--- config.mk ---
export PLATFORM = sky130hd
export DESIGN_NAME = sd_axi_rd_fetch
export DESIGN_NICKNAME = d
export VERILOG_FILES = /design/src/rtl/sd_axi_rd_fetch.sv
export SDC_FILE = /design/constraint.sdc
export NUM_CORES = 1
export LEC_CHECK = 0
export ABC_AREA = 1
export CAP_MARGIN = 10
export CELL_PAD_IN_SITES_DETAIL_PLACEMENT = 1
export CELL_PAD_IN_SITES_GLOBAL_PLACEMENT = 1
export CORE_ASPECT_RATIO = 1.1
export CORE_MARGIN = 4
export CORE_UTILIZATION = 33
export DETAILED_ROUTE_END_ITERATION = 10
export PLACE_DENSITY_LB_ADDON = 0.1
export SKIP_LAST_GASP = 1
export SYNTH_ARGS = -nofsm -noshare
export SYNTH_HDL_FRONTEND = slang
export SYNTH_SLANG_ARGS = --single-unit
--- constraint.sdc ---
create_clock -name clk -period 2.57 [get_ports clk]
set_input_delay 0.514 -clock clk [delete_from_list [all_inputs] [get_ports clk]]
set_output_delay 0.514 -clock clk [all_outputs]
set_load 0.005 [all_outputs]
--- src/rtl/sd_axi_rd_fetch.sv ---
// sd_axi_rd_fetch: AXI4 read master fetching 512-byte sectors from DDR as 16-beat INCR bursts
// and streaming them LSB-halfword-first to the SD writer with valid/ready flow control.
// Ports: clk/rst_n (async active-low), start/rd_base_addr/sec_num/busy/done control,
// sd_wr_* halfword stream, model_ar*/model_r* AXI read channels, err sticky error.
// Optional: define SD_AXI_RD_ERR_CHK_EN to flag rresp/rid errors, drain the burst and finish early.
module sd_axi_rd_fetch #(
  parameter int                  DATA_WIDTH = 256,
  parameter int                  ADDR_WIDTH = 32,
  parameter int                  ID_WIDTH   = 8,
  parameter logic [ID_WIDTH-1:0] ID         = 8'h41,
  parameter int                  BURST_LEN  = 16
) (
  input  logic                  clk,
  input  logic                  rst_n,
  input  logic                  start,
  input  logic [ADDR_WIDTH-1:0] rd_base_addr,
  input  logic [31:0]           sec_num,
  output logic                  busy,
  output logic                  done,
  output logic [15:0]           sd_wr_data,
  output logic                  sd_wr_valid,
  input  logic                  sd_wr_ready,
  output logic                  sd_wr_last,
  output logic [ID_WIDTH-1:0]   model_arid,
  output logic [ADDR_WIDTH-1:0] model_araddr,
  output logic [7:0]            model_arlen,
  output logic [2:0]            model_arsize,
  output logic [1:0]            model_arburst,
  output logic                  model_arlock,
  output logic [3:0]            model_arcache,
  output logic [2:0]            model_arprot,
  output logic                  model_arvalid,
  input  logic                  model_arready,
  input  logic [ID_WIDTH-1:0]   model_rid,
  input  logic [DATA_WIDTH-1:0] model_rdata,
  input  logic [1:0]            model_rresp,
  input  logic                  model_rlast,
  input  logic                  model_rvalid,
  output logic                  model_rready,
  output logic                  err
);
  localparam int HW_BITS = $clog2(DATA_WIDTH / 16);
  typedef enum logic [2:0] {IDLE, ADDR, DATA, FLUSH, FIN} state_t;
  state_t                state_q;
  logic                  busy_q, done_q, arvalid_q, beat_full_q, beat_last_q, err_q, drop_q;
  logic [ADDR_WIDTH-1:0] araddr_q;
  logic [31:0]           num_q, sec_idx_q;
  logic [DATA_WIDTH-1:0] beat_q;
  logic [HW_BITS-1:0]    hw_q;
  logic                  r_fire, w_fire, bad, more;
`ifdef SD_AXI_RD_ERR_CHK_EN
  assign bad = (model_rresp != 2'b00) || (model_rid != ID);
`else
  logic unused_rsp;
  assign unused_rsp = ^{model_rid, model_rresp};
  assign bad = 1'b0;
`endif
  assign model_arid    = ID;
  assign model_araddr  = araddr_q;
  assign model_arlen   = 8'(BURST_LEN - 1);
  assign model_arsize  = 3'd5;
  assign model_arburst = 2'b01;
  assign model_arlock  = 1'b0;
  assign model_arcache = 4'b0011;
  assign model_arprot  = 3'd0;
  assign model_arvalid = arvalid_q;
  // once an error is seen the rest of the burst is swallowed regardless of the beat buffer
  assign model_rready  = (state_q == DATA) && (drop_q || !beat_full_q);
  assign busy          = busy_q;
  assign done          = done_q;
  assign err           = err_q;
  assign sd_wr_valid   = beat_full_q;
  assign sd_wr_data    = beat_q[{hw_q, 4'b0000} +: 16];
  assign sd_wr_last    = beat_full_q && (&hw_q) && beat_last_q;
  assign r_fire        = model_rvalid && model_rready;
  assign w_fire        = beat_full_q && sd_wr_ready;
  assign more          = (sec_idx_q + 32'd1) < num_q;
  always_ff @(posedge clk or negedge rst_n) begin
    if (!rst_n) begin
      state_q     <= IDLE;
      busy_q      <= 1'b0;
      done_q      <= 1'b0;
      arvalid_q   <= 1'b0;
      araddr_q    <= '0;
      num_q       <= '0;
      sec_idx_q   <= '0;
      beat_q      <= '0;
      beat_full_q <= 1'b0;
      beat_last_q <= 1'b0;
      hw_q        <= '0;
      err_q       <= 1'b0;
      drop_q      <= 1'b0;
    end else begin
      done_q <= 1'b0;
      if (w_fire) begin
        hw_q <= hw_q + 1'b1;
        if (&hw_q) beat_full_q <= 1'b0;
      end
      case (state_q)
        IDLE: if (start) begin
          busy_q    <= 1'b1;
          err_q     <= 1'b0;
          drop_q    <= 1'b0;
          num_q     <= sec_num;
          sec_idx_q <= '0;
          araddr_q  <= rd_base_addr & ~ADDR_WIDTH'(511);
          arvalid_q <= sec_num != 32'd0;
          state_q   <= (sec_num == 32'd0) ? FIN : ADDR;
        end
        ADDR: if (model_arready) begin
          arvalid_q <= 1'b0;
          state_q   <= DATA;
        end
        DATA: if (r_fire) begin
          // the beat buffer is only ever loaded while empty, so the serializer never collides with it
          if (!drop_q && !bad) begin
            beat_q      <= model_rdata;
            beat_full_q <= 1'b1;
            beat_last_q <= model_rlast;
            hw_q        <= '0;
          end
          if (bad) begin
            err_q  <= 1'b1;
            drop_q <= 1'b1;
          end
          if (model_rlast) begin
            sec_idx_q <= sec_idx_q + 32'd1;
            if (!drop_q && !bad && more) begin
              arvalid_q <= 1'b1;
              araddr_q  <= araddr_q + ADDR_WIDTH'(512);
              state_q   <= ADDR;
            end else begin
              state_q <= FLUSH;
            end
          end
        end
        FLUSH: if (!beat_full_q) state_q <= FIN;
        FIN: begin
          done_q  <= 1'b1;
          busy_q  <= 1'b0;
          state_q <= IDLE;
        end
        default: state_q <= IDLE;
      endcase
    end
  end
endmodule

==> reports/metrics.csv <==
stage,metric,value,unit
run_status,outcome,"finished, violations left",
run_status,violations,negative setup slack,
placed_design,place_area,23800,um2
route,num_vias,18330,
placed_design,place.gp.congestion,0.875,
route,drc,0,
logic_synthesis,synthCells,2434,
floorplanning,num_rows,91,
logic_synthesis,ys_seq_elements,355,
placed_design,port_buffers,362,
cts,cts.sinks,355,
route,postRouteAntennaNets,0,
timing,skew,0.0152,ns
global_routing,grt_use_total,0.239,
placed_design,hpwl,52100,um
cts,htreeDepth,2,
final_layout,finalNetCount,3310,
logic_synthesis,synthArstFlopShare,1.00,
cts,cts_buffers,43,
logic_synthesis,yosysWarnings,0,
timing,hold_viol_final,0,
worst_setup_path,criticalPathCategory,reg -> reg,
floorplanning,pin_count,421,
worst_setup_path,worstPathArrival,3.57,ns
route,viasPerCell,4.92,
floorplanning,die_width,234,um
global_routing,grt_pass1_vias,19852,
cts,clk_path_buf_depth,3,
worst_setup_path,path_max_fanout,11,
floorplanning,dieArea,60200,um2
worst_setup_path,worst_setup_path_start_kind,flip-flop,
timing,drv_slew,0,
route,drt-initial-drc-count,848,
route,wl_per_cell,20.2,um
logic_synthesis,ys_types,45,
power,leakagePower,0.0132,uW
logic_synthesis,synth_edf_count,0,
timing,relSlewSlack,0.460,
worst_setup_path,required,3.02,ns
timing,clock.fmax,0.321,GHz
logic_synthesis,syn_avg_cell_area,7.64,um2
global_routing,grt_remaining_overflow,0,
cts,cts_tree,built,
timing,finalSetupViolCount,41,
cts,cts_root_buf,clkbuf_16,
global_routing,grt_pass1_wl,113000,um
floorplanning,initial_core_util,0.333,
hold_path,hp-class,in -> async,
logic_synthesis,synth.yosys.seq_area_share,0.478,
floorplanning,core,55900,um2
logic_synthesis,syn-cell-area,18600,um2
logic_synthesis,synthTopCellsByArea,"dfrtp_1, nand2_1, o21ai_0",
timing,rsz0062_at_grt,yes,
route,drt_pass1_iterations,5,
timing,tightestPinTransition,0.810,ns
job,cap_viol_max_count,0,
power,ir_drop,0.550,mV
logic_synthesis,synth_flop_cell,dfrtp_1,
global_routing,grt_max_degree,171,
logic_synthesis,synth_area_leader_cell,dfrtp_1,
final_layout,final_area,27600,um2
final_layout,fillCellCount,6654,
timing,post-route-period-util,1.21,
timing,layout_min_cycle_time,3.12,ns
power,power.density,1170,nW/um2
timing,worst_slack,-0.547,ns
logic_synthesis,yosys.area.top_type_share,0.478,
cts,cts.clk_slew.worst_paths,0.06,ns
floorplanning,fp.dieH,257,um
worst_setup_path,end_kind,flip-flop,
final_layout,final_layout_size_suffix_gt1_frac,0.193,
cts,clk_latency,0.58,ns
global_routing,antenna_found_initial,8,
final_layout,area_growth,48.4,%
route,routed_wl,75300,um
timing,fin_hold_ws,0.460,ns
synthesized netlist by cell type (3+ instances only):
cell,instances
nand2_1,1034
dfrtp_1,355
nor2_1,192
o21ai_0,177
inv_1,134
nand3_1,76
clkbuf_1,52
buf_4,48
o221ai_1,48
buf_2,39
ha_1,34
o22ai_1,30
a21oi_1,27
xor2_1,26
buf_6,25
nand4_1,24
o211ai_1,15
o21ai_1,13
nor3_1,9
buf_1,7
inv_2,7
nor2_4,7
nor4_1,7
nand2_2,6
xnor2_1,5
nor2_2,4
nor3_2,4
o21a_1,4
nand3b_1,3
o21bai_1,3
routing by layer:
metal,up-vias,GRT usage,wire length [um]
li1,8731,-,-
met5,-,0,23
met2,402,0.406,37300
met1,9086,0.314,32600
met3,107,0.0318,3060
met4,4,0.0793,2350
final timing paths:
path / from / to / slack [ns] / cells after the start
max: sec_idx_q[16]$_DFFE_PN0P_ / model_araddr[26]$_DFFE_PN0P_ / -0.55 / 19
min: rst_n / num_q[27]$_DFFE_PN0P_ / 0.46 / 2
max reg2reg: sec_idx_q[16]$_DFFE_PN0P_ / model_araddr[26]$_DFFE_PN0P_ / -0.55 / 19
min reg2reg: beat_q[218]$_DFFE_PN0P_ / beat_q[218]$_DFFE_PN0P_ / 0.47 / 2
max in group asynchronous: rst_n / beat_q[183]$_DFFE_PN0P_ / 1.29 / 3
min in group clk: beat_q[218]$_DFFE_PN0P_ / beat_q[218]$_DFFE_PN0P_ / 0.47 / 2
sequential cells by signal, indices dropped and copies added (netlist names):
| signal | count |
|---|---|
| model_arvalid | 1 |
| sd_wr_valid | 1 |
| hw_q | 4 |
| beat_last_q | 1 |
| done | 1 |
| beat_q | 256 |
| busy | 1 |
| sec_idx_q | 32 |
| model_araddr | 23 |
| num_q | 32 |
| state_q | 3 |
kinds of logic (layout without fill, tap and decap cells):
kind of cell,after synthesis,count (layout),synth area share
buf+inv,313,815,0.0855
other cells,2,44,0.000404
xor+xnor,32,32,0.0155
flops,355,355,0.478
compound gates,320,320,0.101
fa+ha+maj,34,34,0.0229
simple gates,1377,1378,0.296
mux,1,1,0.000605
report_power, final:
group / internal [uW] / leakage (uW) / total (uW) / switching [uW]
combinational: 7250 / 0.00801 / 16200 / 8970
clock: 3840 / 0.000735 / 6390 / 2560
sequential: 7950 / 0.00447 / 9770 / 1820
worst max-delay path, stage by stage (launching register included):
cell and delay, ns:
dfrtp_1 0.44, nand2_2 0.11, nor2_2 0.13, nand4_1 0.12, nor4_2 0.33, buf_4 0.18
nand2_1 0.05, nand2_1 0.09, and2_4 0.15, ha_1 0.22, nand2_2 0.11, nor2_2 0.05
nor3b_1 0.20, nand2_1 0.09, nor2_2 0.12, nand2_2 0.13, nand2_8 0.17, nand2_4 0.14
nand2_1 0.10, nand2_1 0.06
what timing repair did:
| action | 4_1_cts | 5_1_grt |
|---|---|---|
| endpoints found under the setup margin | 42 | 42 |
| hold buffers | 1 | 0 |
| gates cloned | 10 | 11 |
| hold endpoints to repair | 43 | 0 |
| buffers inserted | 37 | 31 |
| pin swaps | 65 | 112 |
| resized for setup | 250 | 224 |
area by class of cell:
cell class / instances / area [um2] / area share
multi-input combinational: 1804 / 9540 / 0.346
inverter: 142 / 556 / 0.0201
timing repair buffer: 593 / 6180 / 0.224
antenna: 5 / 12.5 / 0.000453
clock inverter: 21 / 228 / 0.00825
tap: 744 / 931 / 0.0337
clock buffer: 59 / 1260 / 0.0456
sequential: 355 / 8890 / 0.322
placed cells by master (no fill, tap or decap), drive strengths merged, types with 48 or more instances in the layout:
master	netlist	routed
o221ai	48	48
clkdlybuf4s50	0	344
nand2	1041	1042
nor2	203	203
dfrtp	355	355
clkbuf	52	66
buf	119	240
nand3	78	78
o21ai	191	191
inv	141	141
stage by stage:
stage	instances	util	TNS, ns	setup slack [ns]	total power [uW]
after global routing	3721	0.494	-22.29	-0.695	34600
after detailed placement	3567	0.426	-16.99	-0.637	21900
after CTS	3692	0.475	-15.92	-0.452	30800
final	3723	0.494	-17.28	-0.547	32400
after global placement	3567	0.426	-16.33	-0.561	21500
after floorplan	2471	-	-0.906	-0.0464	16000
Power figures use the tool's default switching activity.
